## config.mk

```make
export PLATFORM = sky130hd
export DESIGN_NAME = wfr_axi_write_arbiter
export DESIGN_NICKNAME = d
export VERILOG_FILES = /design/src/rtl/wfr_axi_pkg.sv /design/src/rtl/wfr_axi_write_arbiter_rr_priority_picker.sv /design/src/rtl/wfr_axi_write_arbiter.sv
export SDC_FILE = /design/constraint.sdc
export NUM_CORES = 1
export LEC_CHECK = 0
export ABC_AREA = 1
export CAP_MARGIN = 25
export CORE_AREA = 2 2 377 379
export CTS_BUF_LIST = sky130_fd_sc_hd__clkbuf_8
export CTS_CLUSTER_DIAMETER = 120
export DETAILED_ROUTE_END_ITERATION = 8
export DIE_AREA = 0 0 379 381
export PLACE_DENSITY_LB_ADDON = 0.1
export SLEW_MARGIN = 10
export SYNTH_ARGS = -nofsm -noshare
export SYNTH_HDL_FRONTEND = slang
export SYNTH_HIERARCHICAL = 1
export SYNTH_SLANG_ARGS = --single-unit
```

## constraint.sdc

```tcl
create_clock -name clk -period 2.4 [get_ports clk]
set_clock_uncertainty 0.1 [all_clocks]
set_input_delay 0.6 -clock clk [delete_from_list [all_inputs] [get_ports clk]]
set_output_delay 0.6 -clock clk [all_outputs]
set_load 0.05 [all_outputs]
```

## src/rtl/wfr_axi_pkg.sv

```systemverilog
// Shared encodings for the waveform-recorder AXI write arbiter.
package wfr_axi_pkg;

  typedef enum logic [1:0] {
    S_IDLE = 2'd0,
    S_ADDR = 2'd1,
    S_DATA = 2'd2,
    S_RESP = 2'd3
  } arbState_t;

  localparam logic [1:0] AXI_BURST_INCR = 2'b01;
  localparam int unsigned BEAT_CNT_W = 8;

endpackage

```

## src/rtl/wfr_axi_write_arbiter_rr_priority_picker.sv

```systemverilog
// Round-robin winner search starting one past the previously granted index.
module rr_priority_picker #(
  parameter int unsigned N = 4,
  localparam int unsigned IW = $clog2(N)
) (
  input  logic [N-1:0]  req,
  input  logic [IW-1:0] last,
  output logic [IW-1:0] winner,
  output logic          found
);

  // Walk from farthest to nearest so the closest requester after 'last' wins.
  always_comb begin
    winner = '0;
    found  = 1'b0;
    for (int k = int'(N); k >= 1; k--) begin
      if (req[IW'((int'(last) + k) % int'(N))]) begin
        winner = IW'((int'(last) + k) % int'(N));
        found  = 1'b1;
      end
    end
  end

endmodule

```

## src/rtl/wfr_axi_write_arbiter.sv

```systemverilog
// Shares one AXI write port among several write-only waveform recorders,
// one whole burst (AW, W beats, B) per grant in round-robin order.
module wfr_axi_write_arbiter
  import wfr_axi_pkg::*;
#(
  parameter int unsigned NUM_MASTERS    = 4,
  parameter int unsigned AXI_ADDR_WIDTH = 32,
  parameter int unsigned AXI_DATA_WIDTH = 128
) (
  input  logic                                      clk,
  input  logic                                      rst_n,
  input  logic [NUM_MASTERS*AXI_ADDR_WIDTH-1:0]     m_AWADDR,
  input  logic [NUM_MASTERS*8-1:0]                  m_AWLEN,
  input  logic [NUM_MASTERS*3-1:0]                  m_AWSIZE,
  input  logic [NUM_MASTERS-1:0]                    m_AWVALID,
  output logic [NUM_MASTERS-1:0]                    m_AWREADY,
  input  logic [NUM_MASTERS*AXI_DATA_WIDTH-1:0]     m_WDATA,
  input  logic [NUM_MASTERS*AXI_DATA_WIDTH/8-1:0]   m_WSTRB,
  input  logic [NUM_MASTERS-1:0]                    m_WLAST,
  input  logic [NUM_MASTERS-1:0]                    m_WVALID,
  output logic [NUM_MASTERS-1:0]                    m_WREADY,
  output logic [1:0]                                m_BRESP,
  output logic [NUM_MASTERS-1:0]                    m_BVALID,
  output logic [AXI_ADDR_WIDTH-1:0]                 s_AWADDR,
  output logic [7:0]                                s_AWLEN,
  output logic [2:0]                                s_AWSIZE,
  output logic [1:0]                                s_AWBURST,
  output logic                                      s_AWVALID,
  input  logic                                      s_AWREADY,
  output logic [AXI_DATA_WIDTH-1:0]                 s_WDATA,
  output logic [AXI_DATA_WIDTH/8-1:0]               s_WSTRB,
  output logic                                      s_WLAST,
  output logic                                      s_WVALID,
  input  logic                                      s_WREADY,
  input  logic [1:0]                                s_BRESP,
  input  logic                                      s_BVALID,
  output logic                                      s_BREADY,
  output logic [$clog2(NUM_MASTERS)-1:0]            grant,
  output logic                                      busy,
  output logic [NUM_MASTERS-1:0]                    protoErr
);

  localparam int unsigned IW     = $clog2(NUM_MASTERS);
  localparam int unsigned STRB_W = AXI_DATA_WIDTH / 8;

  arbState_t                  state, stateNext;
  logic [IW-1:0]              grantNext, lastGrant, lastNext, winner;
  logic                       found;
  logic [BEAT_CNT_W-1:0]      beatCnt, beatCntNext, winLen;
  logic [NUM_MASTERS-1:0]     protoErrNext;
  logic                       lastBeat;

  logic [AXI_ADDR_WIDTH-1:0]  gAwAddr;
  logic [7:0]                 gAwLen;
  logic [2:0]                 gAwSize;
  logic                       gAwValid;
  logic [AXI_DATA_WIDTH-1:0]  gWData;
  logic [STRB_W-1:0]          gWStrb;
  logic                       gWLast;
  logic                       gWValid;

  rr_priority_picker #(.N(NUM_MASTERS)) uPicker (
    .req    (m_AWVALID),
    .last   (lastGrant),
    .winner (winner),
    .found  (found)
  );

  // Select the granted master's channels, plus the arbitration winner's burst length.
  always_comb begin
    gAwAddr  = '0;
    gAwLen   = '0;
    gAwSize  = '0;
    gAwValid = 1'b0;
    gWData   = '0;
    gWStrb   = '0;
    gWLast   = 1'b0;
    gWValid  = 1'b0;
    winLen   = '0;
    for (int i = 0; i < int'(NUM_MASTERS); i++) begin
      if (grant == IW'(i)) begin
        gAwAddr  = m_AWADDR[i*AXI_ADDR_WIDTH +: AXI_ADDR_WIDTH];
        gAwLen   = m_AWLEN[i*8 +: 8];
        gAwSize  = m_AWSIZE[i*3 +: 3];
        gAwValid = m_AWVALID[i];
        gWData   = m_WDATA[i*AXI_DATA_WIDTH +: AXI_DATA_WIDTH];
        gWStrb   = m_WSTRB[i*STRB_W +: STRB_W];
        gWLast   = m_WLAST[i];
        gWValid  = m_WVALID[i];
      end
      if (winner == IW'(i)) begin
        winLen = m_AWLEN[i*8 +: 8];
      end
    end
  end

  assign s_AWADDR  = gAwAddr;
  assign s_AWLEN   = gAwLen;
  assign s_AWSIZE  = gAwSize;
  assign s_AWBURST = AXI_BURST_INCR;
  assign s_WDATA   = gWData;
  assign s_WSTRB   = gWStrb;
  assign m_BRESP   = s_BRESP;
  assign busy      = (state != S_IDLE);
  assign lastBeat  = (beatCnt == '0);

  always_ff @(posedge clk) begin
    if (!rst_n) begin
      state     <= S_IDLE;
      grant     <= '0;
      lastGrant <= IW'(NUM_MASTERS - 1);
      beatCnt   <= '0;
      protoErr  <= '0;
    end else begin
      state     <= stateNext;
      grant     <= grantNext;
      lastGrant <= lastNext;
      beatCnt   <= beatCntNext;
      protoErr  <= protoErrNext;
    end
  end

  // Next state and handshake routing; the burst always ends on the beat counter.
  always_comb begin
    stateNext    = state;
    grantNext    = grant;
    lastNext     = lastGrant;
    beatCntNext  = beatCnt;
    protoErrNext = protoErr;
    s_AWVALID    = 1'b0;
    s_WVALID     = 1'b0;
    s_WLAST      = 1'b0;
    s_BREADY     = 1'b0;
    m_AWREADY    = '0;
    m_WREADY     = '0;
    m_BVALID     = '0;

    case (state)
      S_IDLE: begin
        if (found) begin
          grantNext   = winner;
          beatCntNext = winLen;
          stateNext   = S_ADDR;
        end
      end
      S_ADDR: begin
        s_AWVALID        = gAwValid;
        m_AWREADY[grant] = s_AWREADY;
        if (gAwValid && s_AWREADY) begin
          stateNext = S_DATA;
        end
      end
      S_DATA: begin
        s_WVALID        = gWValid;
        s_WLAST         = lastBeat;
        m_WREADY[grant] = s_WREADY;
        if (gWValid && s_WREADY) begin
          if (gWLast != lastBeat) begin
            protoErrNext[grant] = 1'b1;
          end
          if (lastBeat) begin
            stateNext = S_RESP;
          end else begin
            beatCntNext = beatCnt - BEAT_CNT_W'(1);
          end
        end
      end
      S_RESP: begin
        s_BREADY        = 1'b1;
        m_BVALID[grant] = s_BVALID;
        if (s_BVALID) begin
          lastNext  = grant;
          stateNext = S_IDLE;
        end
      end
      default: stateNext = S_IDLE;
    endcase
  end

endmodule
```

# [Yosys cells after proc, flatten, opt, wreduce, memory -nomap -nowiden]
# Cells that the tools add are included.
[op_classes] n_addsub=5 mul=0 n_div=0 n_lt_le_gt_ge=6 n_eq_ne=16 shifts=0 n_mux=75 n_bitwise=4 n_reduce_logical=14
[ops] cell="two-way mux 128 bit" count=4
[ops] cell="two-way mux 32 bit" count=4
[ops] cell="two-way mux 8 bit" count=11
[ops] cell="two-way mux 16 bit" count=4
[ops] cell="two-way mux 1 bit" count=29
[ops] cell="two-way mux 2 bit" count=9
[ops] cell="less-than comparator 2 x 4 -> 1 bit, second input constant" count=4
[ops] cell="one-hot mux 8 bit (2 select lines)" count=1
[ops] cell="AND 4 bit" count=3
[ops] cell="equality test 2 bit, second input constant" count=6
[ops] cell="two-way mux 3 bit" count=4
[ops] cell="two-way mux 4 bit" count=3
[ops] cell="!= test 2 bit, second input constant" count=6
[ops] cell="binary-select mux 1 bit (select 2 bit)" count=4
[ops] cell="zero test 8 bit" count=1
[ops] cell="one-hot mux 2 bit (4 select lines)" count=1
[ops] cell="subtractor 8 x 1 -> 8 bit, second input constant" count=1
[ops] cell="equality test 2 x 1 -> 1 bit, second input constant" count=3
[ops] cell="zero test 2 bit" count=3
[ops] cell="AND reduction 5 bit" count=1
[ops] cell="adder 2 x 1 -> 2 bit, second input constant" count=2
[ops] cell="adder 2 bit, second input constant" count=2
[ops] cell="OR 4 bit" count=1
[ops] cell="AND reduction 2 bit" count=2
[ops] cell="other kinds (8)" count=11
[word_totals] ff_bits=18 latch_bits=0 ramBits=0 rom_bits=0 output_inout_bits=214 word_cells=125 n_memories=0

# [Logic depth before layout (Yosys ltp)]
[depth] word_depth=15 depth_mapped=19

# [Hierarchy]
# Netlist, hierarchy kept.
[by_module_without_submodules] module="wfr_axi_write_arbiter" n_inst=1 cells_per_inst=1278 area_per_inst_um2=5915.7 seq_area_each_um2=360.3
[by_module_without_submodules] module="rr_priority_picker" n_inst=1 cells_per_inst=49 area_per_inst_um2=226.5 seq_area_each_um2=0.0

# [Least setup slack after synthesis]
# Ideal clock, no wire load.
[synth_timing] kind="register to output" start="reg grant[0]" end="out s_AWVALID" arrival_ps=2214 required_time_ps=1700 setup_slack_ps=-514 stages_incl_launch_ff=6 n_path_buf=1 path_cell_list="dfxtp_1 -> buf_6 -> nand2_4 -> inv_2 -> nand2_1 -> a21boi_0"
[synth_between] elab_chain_len=6 elab_cells_between_ends=9
[synth_rtl] item="from (decl)" line_no="wfr_axi_write_arbiter.sv:38" source="output logic [$clog2(NUM_MASTERS)-1:0] grant,"
[synth_rtl] item="from (signal assigned)" line_no="wfr_axi_write_arbiter.sv:116" source="grant <= grantNext;"
[synth_rtl] item="zero test 2 bit" line_no="wfr_axi_write_arbiter.sv:81" source="if (grant == IW'(i)) begin"
[synth_rtl] item="two-way mux 1 bit (3 in a row)" line_no="wfr_axi_write_arbiter.sv:81"
[synth_rtl] item="two-way mux 1 bit (*)" line_no="wfr_axi_write_arbiter.sv:81"
[synth_rtl] item="two-way mux 1 bit (*)" line_no="wfr_axi_write_arbiter.sv:138" source="case (state)"
[synth_rtl] item="to (decl)" line_no="wfr_axi_write_arbiter.sv:28" source="output logic s_AWVALID,"
# Mark *: on every way between the ends. The rest lies on a longest branch, timed or not.

# [Worst setup path in the final report]
[layout_timing] start="reg grant[1]" end="out s_WDATA[122]"
[layout_between] elab_chain_len=5 elab_cells_between_ends=8
[layout_rtl] item="zero test 2 bit" line_no="wfr_axi_write_arbiter.sv:81"
[layout_rtl] item="two-way mux 128 bit (3 in a row)" line_no="wfr_axi_write_arbiter.sv:81"
[layout_rtl] item="two-way mux 128 bit (*)" line_no="wfr_axi_write_arbiter.sv:81"
[layout_rtl] item="to (decl)" line_no="wfr_axi_write_arbiter.sv:30" source="output logic [AXI_DATA_WIDTH-1:0] s_WDATA,"
# Marked as above.

==> summary.md <==
| Metric | Value |
|---|---|
| Mean post-synth cell area | roughly 4.6 um2 |
| CP endpoint kind | output pin |
| TritonRoute pass-1 iters | 8 |
| Nets | around 3,300 |
| Reg2Reg Depth | 14 |
| Synthesized Nets | between 2,000 and 2,500 |
| Final setup viols | around 190 |
| H-tree levels | 1 |
| F_max | roughly 360 MHz |
| Sequential element share of the synthesized area | about 5.9% |
| Die Height | about 380 um |
| WL per Instance | approximately 25 um |
| First-pass GRT wire length | about 140 mm |
| CP Data Required Time | 1.70 ns |
| FF/Latch Area | 370 um2 |
| Worst Slack Setup Final | -0.394 ns |
| Max cap viols | 0 |
| Setup WS pre-CTS | -0.644 ns |
| Final Core Density | 17.5% |
| Number of routed nets with antenna violations | 0 |
| Mapped Area | between 6000 and 7000 um2 |
| Die area | 144,000 um2 |
| Final GP Congestion | 0.887 |
| Clk buf depth | 2 |
| CP arrival | roughly 2.1 ns |
| RSZ-0062 raised after global routing | yes |
| Area of the multi-input gates | between 6000 and 7000 um2 |
| Vias | 14,200 |
| Crit path time final | approximately 2.8 ns |
| Ratio of cells with drive above 1 in the final layout | 30.4% |
| Post-synth top flop | dfxtp_1 |
| Synth warn | 6 |
| Fin. Hold Viols | 0 |
| Largest net degree at the start of global routing | 38 |
| Flops & latches, synth | 18 |
| Vias per std cell | about 3.2 |
| Clock-pin slew on the worst setup and hold paths | ~0.090 ns |
| Area post-placement | around 22,000 um2 |
| Die X | 379 um |
| Post-Route WL | around 110 mm |
| Final period utilization | 116% |
| Failing checks | negative setup slack |
| Final design instance area without fill | around 25,000 um2 |
| Gr usage total | 14.0% |
| Mapped Cells | around 1,300 |
| Iteration-0 DRC Markers | between 800 and 900 |
| Core Footprint | ~140,000 um2 |
| Pwr dens | around 1300 nW/um2 |
| HPWL after DPL | around 91 mm |
| R2r setup slk | between 0.1 and 0.15 ns |
| VDD IR max | approximately 710 uV |
| Post-synthesis cell type count | 39 |
| P&R area growth vs syn | 301% |
| CTS tree | built |
| # hold bufs at CTS | 0 |
| Min-delay worst type | flip-flop to flip-flop |
| Hold EP | protoErr[3]$_SDFFE_PN0P_ |
| Clk Latency, worst-skew pair | roughly 0.29 ns |
| Post-synth EDFFs | 0 |
| Worst Hold Path Cells | 2 |
| Vias in the first global route | ~15,000 |
| Reg-to-Reg Start | lastGrant[0]$_SDFFE_PN1P_ |
| CTS root buf | clkbuf_8 |
| # port buffers | 974 |
| Critical setup path kind | flip-flop to output pin |
| CP startpoint kind | flip-flop |
| Hold path startpoint | protoErr[3]$_SDFFE_PN0P_ |
| Initial antenna violation count | 36 |
| Initial Utilization | under 10% |
| DRC viols | 0 |
| Fin. max-slew vios | 0 |
| Synth area leader | nand2_1 |
| Worst r2r dst | beatCnt[3]$_SDFFE_PN0P_ |
| Leak | 9.90 nW |
| Total congestion overflow | 0 |
| Status | finished with violations |
| CP Max Fanout | 8 |
| Row cnt | 138 |
| Area share of the largest cell type after synthesis | 50.1% |
| Largest cells by area after synthesis | nand2_1, nand4_1, dfxtp_1 |
| Clock sinks | 18 |
| I/O pins | slightly below 1,000 |
| CTS buffer count | 3 |
| FILL cells | roughly 16,000 |
| FFs w/ async S/R, synth | 0% |
-- what timing repair did --
action                                 CTS  global route
gates resized for setup                154           313
pin swaps                              114           100
setup buffers                           57            39
endpoints found under the hold margin    0             0
setup endpoints to repair              207           212
gates cloned                            18            14
-- worst max-delay path, stage by stage (launching register included) --
cell	delay, ns
dfxtp_4	0.41
inv_4	0.10
nor2_4	0.05
buf_12	0.16
buf_12	0.14
buf_12	0.14
nand2_4	0.05
nand4_1	0.32
buf_12	0.27
buf_12	0.14
-- cell families after synthesis --
group                    synth area share (%)
AO/OA/AOI/OAI                            6.46
other                                   0.122
flip-flops                               5.87
AND/OR/NAND/NOR                          75.5
XOR/XNOR                                0.143
buffers and inverters                    10.7
adder cells (fa/ha/maj)                  1.22
-- per-stage QoR --
| stage | instances | hold slack (ns) | total power, W | TNS [ns] |
|---|---|---|---|---|
| after floorplan | 1327 | 0.368 | 0.0121 | -0.469 |
| final | 4378 | 0.362 | 0.0332 | -44.47 |
| after global routing | 4375 | 0.378 | 0.0347 | -60.16 |
| after global placement | 4254 | 0.356 | 0.0290 | -7.76 |
| after CTS | 4331 | 0.364 | 0.0319 | -54.51 |
| after detailed placement | 4254 | 0.351 | 0.0289 | -7.97 |
-- worst max path at each step --
stage | start | endpoint | cells after the start
after floorplan | state[0]$_SDFFE_PN0P_ | m_BVALID[0] | 3
after global placement | m_AWVALID[1] | beatCnt[4]$_SDFFE_PN0P_ | 17
after detailed placement | m_AWVALID[1] | beatCnt[0]$_SDFFE_PN0P_ | 16
after CTS | grant[0]$_SDFFE_PN0P_ | s_WSTRB[7] | 8
after global routing | grant[0]$_SDFFE_PN0P_ | s_AWADDR[10] | 10
final | grant[1]$_SDFFE_PN0P_ | s_WDATA[122] | 9
-- routing by layer --
layer	vias up	GRT usage [%]	part of all wire (%)
met5	-	0	0.17
li1	6660	-	-
met4	34	1.04	1.3
met3	105	4.70	8.9
met2	650	26.0	51
met1	6704	15.9	39
-- synth_stat cells, types with 2 or more instances --
| cell | n |
|---|---|
| nand2_1 | 819 |
| nand4_1 | 180 |
| inv_1 | 53 |
| clkbuf_1 | 48 |
| nor2_1 | 39 |
| buf_2 | 31 |
| o21ai_0 | 26 |
| nand3_1 | 23 |
| a21oi_1 | 22 |
| dfxtp_1 | 18 |
| nand2_2 | 8 |
| ha_1 | 6 |
| buf_1 | 5 |
| buf_4 | 4 |
| buf_6 | 4 |
| o211ai_1 | 4 |
| inv_2 | 3 |
| nor2_2 | 3 |
| nor2_4 | 3 |
| nor3_1 | 3 |
| o221ai_1 | 3 |
| o22ai_1 | 3 |
| conb_1 | 2 |
| o2111ai_1 | 2 |
-- flip-flops by register name, summed over array words and instances (netlist names) --
register,count
state,2
protoErr,4
grant,2
lastGrant,2
beatCnt,8
-- power breakdown --
part           switching (W)  leakage [nW]  total, W  internal, W
logic                 0.0181          9.72    0.0324       0.0143
clock network       0.000136        0.0269  0.000252     0.000115
registers           0.000124         0.148  0.000522     0.000398
-- cell type report --
cell class	instances	share of cell area (%)
Multi-Input combinational cell	1159	25.0
Antenna cell	4	0.0406
Timing Repair Buffer	1245	62.6
Sequential cell	18	1.50
Tap cell	1890	9.60
Clock buffer	3	0.168
Clock inverter	1	0.0152
Inverter	58	1.00
-- layout by cell type, fill, tap and decap left out, types with 17 or more instances in the layout --
cell,synthesis,layout
clkdlybuf4s50_1,0,760
nand2_1,819,622
buf_12,0,251
nand4_1,180,180
nand2_2,8,139
buf_4,4,133
nand2_4,1,66
inv_1,53,48
buf_6,4,41
nor2_1,39,27
buf_16,0,25
a21oi_1,22,19
nand3_1,23,17
No activity file was read; power rests on OpenSTA's default activity.
